$ cat config.mk
export PLATFORM = sky130hd
export DESIGN_NAME = mem_stage_ctrl
export DESIGN_NICKNAME = d
export VERILOG_FILES = /design/src/rtl/mem_stage_ctrl.sv
export SDC_FILE = /design/constraint.sdc
export NUM_CORES = 1
export LEC_CHECK = 0
export CAP_MARGIN = 20
export CORE_MARGIN = 5
export CORE_UTILIZATION = 40
export DETAILED_ROUTE_END_ITERATION = 8
export GPL_TIMING_DRIVEN = 1
export MAX_ROUTING_LAYER = met4
export PLACE_DENSITY = 0.75
export SYNTH_ARGS = -nofsm -noshare
export SYNTH_HDL_FRONTEND = slang
export SYNTH_SLANG_ARGS = --single-unit
$ cat constraint.sdc
create_clock -name CLK -period 2.3 [get_ports CLK]
set_clock_uncertainty 0.1 [all_clocks]
set_input_delay 0.46 -clock CLK [delete_from_list [all_inputs] [get_ports CLK]]
set_output_delay 0.46 -clock CLK [all_outputs]
set_load 0.05 [all_outputs]
$ cat src/rtl/mem_stage_ctrl.sv
// MEM-stage controller: turns EX/MEM load/store controls into a registered dcache
// request, stalls until dhit, captures load data and tracks the LL/SC link.
module mem_stage_ctrl #(
  parameter int WORD_W   = 32,
  parameter int MAX_WAIT = 255
) (
  input  logic              CLK,
  input  logic              nRST,
  input  logic              memren_in,
  input  logic              memwen_in,
  input  logic              datomic_in,
  input  logic [WORD_W-1:0] aluout_in,
  input  logic [WORD_W-1:0] store_in,
  input  logic              dhit,
  input  logic [WORD_W-1:0] dmemload,
  input  logic              ccinv,
  input  logic [WORD_W-1:0] ccsnoopaddr,
  output logic              dmemREN,
  output logic              dmemWEN,
  output logic [WORD_W-1:0] dmemaddr,
  output logic [WORD_W-1:0] dmemstore,
  output logic              mem_stall,
  output logic [WORD_W-1:0] load_data,
  output logic [WORD_W-1:0] sc_result,
  output logic              mem_done,
  output logic              link_valid,
  output logic              timeout_err
);

  // state  | meaning
  // IDLE   | waiting for a load/store from EX/MEM
  // ACCESS | dcache request outstanding until dhit
  // DONE   | access retired, mem_done pulse, inputs ignored
  typedef enum logic [1:0] {IDLE, ACCESS, DONE} state_t;

  localparam int CNT_W = $clog2(MAX_WAIT + 1);
  localparam logic [CNT_W-1:0] CNT_MAX  = CNT_W'(MAX_WAIT);
  localparam logic [CNT_W-1:0] CNT_LAST = CNT_W'(MAX_WAIT - 1);

  state_t            r_state, w_next_state;
  logic [WORD_W-1:2] r_addr, r_link_addr;
  logic [WORD_W-1:0] r_store, r_load_data;
  logic              r_is_load, r_is_atomic, r_link_valid, r_sc_result, r_timeout;
  logic [CNT_W-1:0]  r_wait_cnt;

  logic w_req, w_sc_req, w_sc_fail, w_hit_done, w_ll_commit;
  logic w_snoop_link, w_snoop_ll;
  logic w_unused;

  assign w_req        = memren_in | memwen_in;
  assign w_sc_req     = memwen_in & ~memren_in & datomic_in;
  assign w_sc_fail    = w_sc_req & ~(r_link_valid & (aluout_in[WORD_W-1:2] == r_link_addr));
  assign w_hit_done   = (r_state == ACCESS) & dhit;
  assign w_ll_commit  = w_hit_done & r_is_load & r_is_atomic;
  assign w_snoop_link = ccinv & (ccsnoopaddr[WORD_W-1:2] == r_link_addr);
  // An LL retiring this cycle installs r_addr, so the snoop is judged against that.
  assign w_snoop_ll   = ccinv & (ccsnoopaddr[WORD_W-1:2] == r_addr);
  assign w_unused     = ^{aluout_in[1:0], ccsnoopaddr[1:0]};

  always_ff @(posedge CLK or negedge nRST) begin
    if (!nRST) r_state <= IDLE;
    else       r_state <= w_next_state;
  end

  always_comb begin
    w_next_state = r_state;
    dmemREN      = 1'b0;
    dmemWEN      = 1'b0;
    dmemaddr     = '0;
    dmemstore    = '0;
    mem_stall    = 1'b0;
    mem_done     = 1'b0;
    case (r_state)
      IDLE: begin
        mem_stall = w_req;
        if (w_req) w_next_state = w_sc_fail ? DONE : ACCESS;
      end
      ACCESS: begin
        mem_stall = 1'b1;
        dmemREN   = r_is_load;
        dmemWEN   = ~r_is_load;
        dmemaddr  = {r_addr, 2'b00};
        dmemstore = r_store;
        if (dhit) w_next_state = DONE;
      end
      DONE: begin
        mem_done     = 1'b1;
        w_next_state = IDLE;
      end
      default: w_next_state = IDLE;
    endcase
  end

  always_ff @(posedge CLK or negedge nRST) begin
    if (!nRST) begin
      r_addr       <= '0;
      r_store      <= '0;
      r_is_load    <= 1'b0;
      r_is_atomic  <= 1'b0;
      r_load_data  <= '0;
      r_sc_result  <= 1'b0;
      r_link_valid <= 1'b0;
      r_link_addr  <= '0;
      r_wait_cnt   <= '0;
      r_timeout    <= 1'b0;
    end else begin
      case (r_state)
        IDLE: begin
          if (w_req) begin
            r_addr      <= aluout_in[WORD_W-1:2];
            r_store     <= store_in;
            r_is_load   <= memren_in;
            r_is_atomic <= datomic_in;
            if (w_sc_fail) r_sc_result <= 1'b0;
          end
        end
        ACCESS: begin
          if (dhit) begin
            r_wait_cnt <= '0;
            if (r_is_load) begin
              r_load_data <= dmemload;
              if (r_is_atomic) begin
                r_link_valid <= ~w_snoop_ll;
                r_link_addr  <= r_addr;
              end
            end else if (r_is_atomic) begin
              r_sc_result  <= 1'b1;
              r_link_valid <= 1'b0;
            end else if (r_addr == r_link_addr) begin
              r_link_valid <= 1'b0;
            end
          end else begin
            if (r_wait_cnt != CNT_MAX)  r_wait_cnt <= r_wait_cnt + CNT_W'(1);
            if (r_wait_cnt == CNT_LAST) r_timeout  <= 1'b1;
          end
        end
        default: ;
      endcase
      if (w_snoop_link && !w_ll_commit) r_link_valid <= 1'b0;
    end
  end

  assign load_data   = r_load_data;
  assign sc_result   = {{(WORD_W-1){1'b0}}, r_sc_result};
  assign link_valid  = r_link_valid;
  assign timeout_err = r_timeout;

endmodule

# Yosys cells after proc, flatten, opt, wreduce, memory -nomap -nowiden
# Cells that the tools add are included.
# W data, S select, Z words.
# op_classes
n_addsub	1
eq_ne	14
mux	25
bitwise	15
reduce_logical	16
# op_table
operator	count
$eq A30 B30 Y1	4
$mux W32	2
$mux W8	2
$mux W1	15
$ne A2 B2 Y1 const B	5
$and A1 B1 Y1	9
$add A8 B1 Y8 const B	1
$eq A8 B8 Y1 const B	1
$ne A8 B8 Y1 const B	1
$reduce_and A4 Y1	2
$reduce_bool A2 Y1	4
$mux W2	3
$reduce_and A2 Y1	3
$reduce_and A3 Y1	2
$reduce_and A6 Y1	1
$not A1 Y1	5
$pmux W1 S2	2
$pmux W2 S2	1
$ne A3 B1 Y1 const B	1
$reduce_bool A3 Y1	1
$eq A2 B1 Y1 const B	1
$eq A2 B2 Y1 const B	1
$logic_not A2 Y1	1
$logic_and A1 B1 Y1	1
2 further kinds	2
# word_totals
reg_bits	139
inputBits	135
out_inout_bits	134
word_cells	82

# Depth between registers and ports, before layout
# Gate-level depths: netlist of the first run.
# logic_depth
word_depth	8
depth_mapped	7
depth_no_buf	7

# Worst setup path after synthesis of the first run
# Ideal clock, no wire load.
# synth_timing
kind	register to output
start	reg r_state[0]
end	out dmemaddr[12]
t_arrival_ns	1.593
required_time_ns	1.740
path_slack_ns	0.147
stages_incl_launch_ff	5
n_path_buf	2
cell_sequence	dfrtp_1 -> nor2b_1 -> clkbuf_1 -> clkbuf_1 -> and2_1
# synth_between
elab_chain_cells	2
# synth_rtl
item	line	rtl
from (decl)	40	state_t r_state, w_next_state;
from (signal assigned)	62	else r_state <= w_next_state;
$eq A2 B1 Y1	73	case (r_state)
$mux W32	73	
to (decl)	20	output logic [WORD_W-1:0] dmemaddr,
# No other way between the ends.

# Final worst setup path of the first run
# layout_timing
start	in ccsnoopaddr[13]
end	reg r_link_valid (netlist: link_valid)
# layout_between
elab_chain_cells	8
word_cells_on_any_way	16
cone_classes	eq/ne: 3; mux: 5; bitwise: 3; reduce/logical: 5
# layout_rtl
item	line	rtl
from (decl)	17	input logic [WORD_W-1:0] ccsnoopaddr,
$eq A30 B30 Y1	57	assign w_snoop_ll = ccinv & (ccsnoopaddr[WORD_W-1:2] == r_addr);
$and A1 B1 Y1	57	
$not A1 Y1	123	r_link_valid <= ~w_snoop_ll;
$mux W1	122	if (r_is_atomic) begin
$mux W1	120	if (r_is_load) begin
$mux W1	118	if (dhit) begin
$mux W1	107	case (r_state)
$mux W1	139	if (w_snoop_link && !w_ll_commit) r_link_valid <= 1'b0;
to (signal assigned)	123	
to (decl)	43	logic r_is_load, r_is_atomic, r_link_valid, r_sc_result, r_timeout;
# Parallel ways exist; a longest one is shown, timed or not. The select of a mux whose other input is x is not followed.
# A chain may end at the register's enable or synchronous reset.

==> out/results.ini, run 1 <==
[grt]
grt_overflow=0
grt_pass1_wl_um=33560
grt_pass1_vias=6013
grt_max_degree=59
antenna_found_initial=1
grtUsageTotal_pct=20.82

[floorplan]
fp-row-count=49
die-area_um2=21310
die_h_um=146.0
ios=269
start_util_pct=40.90
die_w_um=146.0
coreArea_um2=18090

[clocking]
clk_pin_slew_ns=0.06
htree_levels=4
root_buffer=clkbuf_16
worstSkewPairLatency_ns=0.41
numCtsBuffers=17
cts_setup_buffers=0
cts_sinks=139
clockBufferDepth=2
cts_tree=yes

[flow_run]
drv_cap=0

[power]
p_per_area_nw_per_um2=1609
p_leak_nw=4.794
p_total_mw=18.40
ir_worst_vdd_mv=0.8809

[logic_synthesis]
ys_top_cells_by_area=dfrtp_1 47%, mux2_2 19%, xnor2_1 7.7%
yosysSeqAreaShare_pct=47.02
synth.avg_cell_area_um2=11.97
synth_cell_types=38
ys_warn_count=0
synth_edf_count=0
synthArstFlopShare_pct=100.0
synth_top_cell_area_share_pct=47.02
syn_inst=618
synth_area_um2=7397
synth_seq_cells=139
ys.flop_type=dfrtp_1
synth_top_area_cell=dfrtp_1

[worst_setup_path]
critical_path.top_delay_family=simple AND/OR/NAND/NOR gates
cp_slowest_cell=clkdlybuf4s50_1
cp-start-kind=input port
crit_type=input port to flop
crit_top_cell=nand4_1
r2r_slack_ns=0.08
max_stage_delay_ns=0.45
crit_buf_inv=1
path_max_fanout=2
crit_required_ns=2.52
arrival_ns=2.50
worstPathCellList=clkdlybuf4s50_1 > xnor2_1 > nand4_1 > nor4_2 > nand4_1 > mux2_1 > a311oi_1
end_kind=flop

[worst_hold_path]
hold_class=flop to flop

[placed_design]
gp_congestion=0.8577
placed_area_um2=10740
post-place-ws_ns=-0.3644
placement.io_buffers=231
hpwl_um=16500

[cells_and_area]
fin_area_um2=11440
final_nets=1016
drive_gt1_share_pct=29.93
fin_util_pct=63.23
synthToLayoutAreaGrowth_pct=54.60

[sta]
timing.hold.ws_ns=0.3958
slew_viol_final=0
setup_viol=0
min_period_ns=2.278
worst_slack_ns=0.02157
fmax_mhz=438.9
tightestPinTransition_ns=0.5741
timing.final.crit_share_pct=99.06
relSlewSlack_pct=61.37
final-hold-violation-count=0

[detailed_routing]
drt-total-wl_um=21490
dr_total_vias=5528
drtPass1Iterations=5
via_per_inst=4.927
postRouteAntennaNets=0
wire_per_inst_um=19.15
drtIter0Drc=300
drc=0

[outcome]
run_status=finished, final reports clean

metal layers:
metal  part of all wire, %  vias to the layer above  GRT usage, %  wire length [um]
met3                   6.3                       43         5.263              1361
met5                     0                        -             -                 0
met1                    40                     2718         24.85              8699
met2                    50                      187         33.75             10750
met4                   3.2                        0         8.655               678
li1                      -                     2580             -                 -
path summary, 6_finish.rpt:
kind                                      start    endpoint  depth (start not counted)
worst max register to register  r_link_addr[13]  link_valid                          6
min in group asynchronous                  nRST  r_addr[10]                          2
worst min-delay path                 r_store[7]  r_store[7]                          1
worst min register to register       r_store[7]  r_store[7]                          1
worst max-delay path            ccsnoopaddr[13]  link_valid                          7
max in group asynchronous                  nRST  r_state[0]                          3
synthesized netlist by cell type (9+ instances only):
library cell,count
and2_1,62
buf_2,12
buf_4,34
clkbuf_1,9
dfrtp_1,139
mux2_2,124
nand2_1,10
nand4_1,20
nor2_1,15
nor4_1,17
xnor2_1,65
xor2_1,59
sequential cells by signal, summed over array words and instances, names as in the netlist:
register,count
r_wait_cnt,8
timeout_err,1
r_store,32
r_link_addr,30
r_sc_result,1
load_data,32
r_is_atomic,1
r_state,2
link_valid,1
r_is_load,1
r_addr,30
layout by cell type, fill, tap and decap left out, types with 10 or more instances in the layout:
cell             instances
nand4_1                 20
clkdlybuf4s50_1        164
nor4_1                  16
and2_1                  61
xor2_1                  59
buf_12                  71
conb_1                  33
clkbuf_16               17
dfrtp_1                138
nand2_1                 10
nor2_1                  14
mux2_2                 124
xnor2_1                 65
buf_4                   28
layout make-up:
class	instances	area [um2]
Multi-Input combinational cell	450	3681
Tap cell	229	286.5
Fill cell	1394	6650
Antenna cell	1	2.502
Clock buffer	19	442.9
Clock inverter	13	215.2
Inverter	5	18.77
Sequential cell	139	3480
Timing Repair Buffer	266	3309
power by group:
part           total (mW)  switching [mW]  internal, mW  leakage, nW
clock network        3.06            1.09          1.97        0.318
registers            4.89            1.24          3.65         1.66
logic                10.5            5.52          4.93         2.81
total                18.4            7.85          10.5         4.79
repair_timing:
item,in CTS,in global routing
hold endpoints to repair,55,0
hold buffers,1,0
endpoints found under the setup margin,19,14
gates cloned,0,0
gates resized for setup,3,4
per-stage QoR:
| stage | instances | setup TNS [ns] |
|---|---|---|
| detailed placement | 1088 | -0.7514 |
| global placement | 1088 | -0.6928 |
| CTS | 1121 | -0.02236 |
| floorplan | 650 | 0 |
| global route | 1122 | -0.03351 |
| finish | 1122 | 0 |
cells by family (layout without fill, tap and decap cells):
logic type                 after synthesis  in the layout  share of synthesized area, %
buffers and inverters                   61            303                         5.125
DFF                                    139            139                         47.02
adders and majority gates                2              2                        0.3382
other                                    1             34                       0.05070
and+or+nand+nor                        142            142                         11.21
AOI/OAI and AO/OA                       21             21                         2.132
xor gates and xnor gates               124            124                         14.68
muxes                                  128            128                         19.44
No activity file was read; power rests on OpenSTA's default activity.
==> inputs of run 2 (changes only) <==
CORE_MARGIN = 2   (was 5)
==> out/results.ini, run 2 (same netlist as run 1, synthesis figures left out) <==
[grt]
grt_max_degree=57  ; was 59
grt_pass1_wl_um=31430  ; was 33560 um
grt_pass1_vias=5714  ; was 6013
antenna_found_initial=0  ; was 1
grtUsageTotal_pct=21.55  ; was 20.82%
grt_overflow=0  ; unchanged

[cells_and_area]
synthToLayoutAreaGrowth_pct=54.64  ; was 54.60%
final_cell_mix=164 x clkdlybuf4s50_1, 138 x dfrtp_1, 124 x mux2_2  ; unchanged
final_common_cell=clkdlybuf4s50_1  ; unchanged
filler_cell_count=1381  ; was 1394
fin_util_pct=63.46  ; was 63.23%
drive_gt1_share_pct=30.29  ; was 29.93%
diodes=0  ; was 1
final_nets=1022  ; was 1016

[placed_design]
gp_congestion=0.8760  ; was 0.8577
placement.io_buffers=231  ; unchanged
hpwl_um=15580  ; was 16500 um

[sta]
final.setup.tns_ns=0  ; unchanged
relSlewSlack_pct=63.39  ; was 61.37%
slew_viol_final=0  ; unchanged
fmax_mhz=445.0  ; was 438.9 MHz
final-hold-violation-count=0  ; unchanged
min_period_ns=2.247  ; was 2.278 ns
timing.final.crit_share_pct=97.69  ; was 99.06%
timing.hold.ws_ns=0.3959  ; was 0.3958 ns
setup_viol=0  ; unchanged
tightestPinTransition_ns=0.5475  ; was 0.5741 ns

[detailed_routing]
drt-total-wl_um=20420  ; was 21490 um
drtIter0Drc=269  ; was 300
postRouteAntennaNets=0  ; unchanged
dr_total_vias=5507  ; was 5528
drc=0  ; unchanged
via_per_inst=4.886  ; was 4.927
wire_per_inst_um=18.12  ; was 19.15 um
drtPass1Iterations=4  ; was 5

[power]
swShare_pct=43.06  ; was 42.69%
seq_power_share_pct=26.7  ; was 26.6%
ir_worst_vdd_mv=0.9562  ; was 0.8809 mV
switchingPower_mw=7.865  ; was 7.852 mW
p_leak_nw=4.808  ; was 4.794 nW
pwr-share-comb_pct=58.1  ; was 56.8%
p_per_area_nw_per_um2=1597  ; was 1609 nW/um2
intPower_mw=10.40  ; was 10.54 mW
p_clk_share_pct=15.3  ; was 16.6%

[floorplan]
ios=269  ; unchanged
coreArea_um2=18020  ; was 18090 um2
die_w_um=140.0  ; was 146.0 um
fp-row-count=49  ; unchanged
die-area_um2=19600  ; was 21310 um2
die_h_um=140.0  ; was 146.0 um
start_util_pct=41.04  ; was 40.90%

[worst_setup_path]
cp_slowest_cell=clkdlybuf4s50_1  ; unchanged
crit_type=flop to output pin  ; was input port to flop
crit_required_ns=1.74  ; was 2.52 ns
max_stage_delay_ns=0.84  ; was 0.45 ns
worstPathCellList=clkdlybuf4s50_1  ; was clkdlybuf4s50_1 > xnor2_1 > nand4_1 > nor4_2 > nand4_1 > mux2_1 > a311oi_1
crit_buf_inv=1  ; unchanged
critical_path.top_delay_family=buffers and inverters  ; was simple AND/OR/NAND/NOR gates
end_kind=output pin  ; was flop
cp-start-kind=flop  ; was input port
path_max_fanout=4  ; was 2
arrival_ns=1.69  ; was 2.50 ns

[clocking]
worstSkewPairLatency_ns=0.41  ; about the same
clk_pin_slew_ns=0.06  ; about the same
cts_tree=yes  ; unchanged
root_buffer=clkbuf_16  ; unchanged
numCtsBuffers=17  ; unchanged
clockBufferDepth=2  ; unchanged
htree_levels=4  ; unchanged
cts_sinks=139  ; unchanged

[worst_hold_path]
hold_class=flop to flop  ; unchanged

[outcome]
run_status=finished, final reports clean  ; unchanged

[flow_run]
drv_cap=0  ; unchanged

-- run 2: metrics by stage --
step	worst slack [ns]	power, mW	cells	cell area [um2]
after detailed placement	-0.2516	15.36	1089	10750
final	0.05305	18.27	1127	11440
after global placement	-0.2628	15.20	1089	10750
after global routing	-0.006503	19.13	1127	11440
after floorplan	0.1468	10.93	650	7517
after CTS	0.03397	18.26	1124	11380
-- run 2: cell type report --
cell class	instances	area, um2	area share [%]
Inverter	5	18.77	0.1641
Multi-Input combinational cell	450	3677	32.15
Sequential cell	139	3480	30.42
Tap cell	229	286.5	2.505
Clock inverter	15	173.9	1.520
Timing Repair Buffer	272	3377	29.52
Clock buffer	17	425.4	3.719
-- run 2: power by group through the flow --
| stage | Sequential, mW | Clock [mW] | Combinational (mW) |
|---|---|---|---|
| after floorplan | 5.64 | 0 | 5.29 |
| after global placement | 4.84 | 0 | 10.4 |
| after detailed placement | 4.90 | 0 | 10.5 |
| after CTS | 4.86 | 2.84 | 10.5 |
| after global routing | 5.07 | 2.96 | 11.1 |
| final | 4.87 | 2.79 | 10.6 |
-- run 2: path summary, 6_finish.rpt --
check                                start     endpoint  slack [ns]  cells after the start
max reg2reg                r_link_addr[13]   link_valid        0.24                      6
max in group asynchronous             nRST   r_store[5]        1.02                      3
max                             link_valid   link_valid        0.05                      1
min in group asynchronous             nRST   r_addr[10]        0.43                      2
min reg2reg                    r_store[20]  r_store[20]        0.40                      1
min                            r_store[20]  r_store[20]        0.40                      1
-- run 2: repair_timing --
item | CTS | global route
hold buffers | 1 | 0
cloned | 0 | 1
buffers inserted | 2 | 2
setup endpoints to repair | 56 | 18
gates resized for setup | 0 | 3
hold endpoints to repair | 41 | 0
-- run 2: metal layers --
layer  up-vias  global-route usage, %  routed length, um
li1       2589                      -                  -
met1      2707                  26.32               8448
met2       185                  35.07              10280
met3        26                  6.632               1310
met4         0                  5.421                378
met5         -                      -                  0
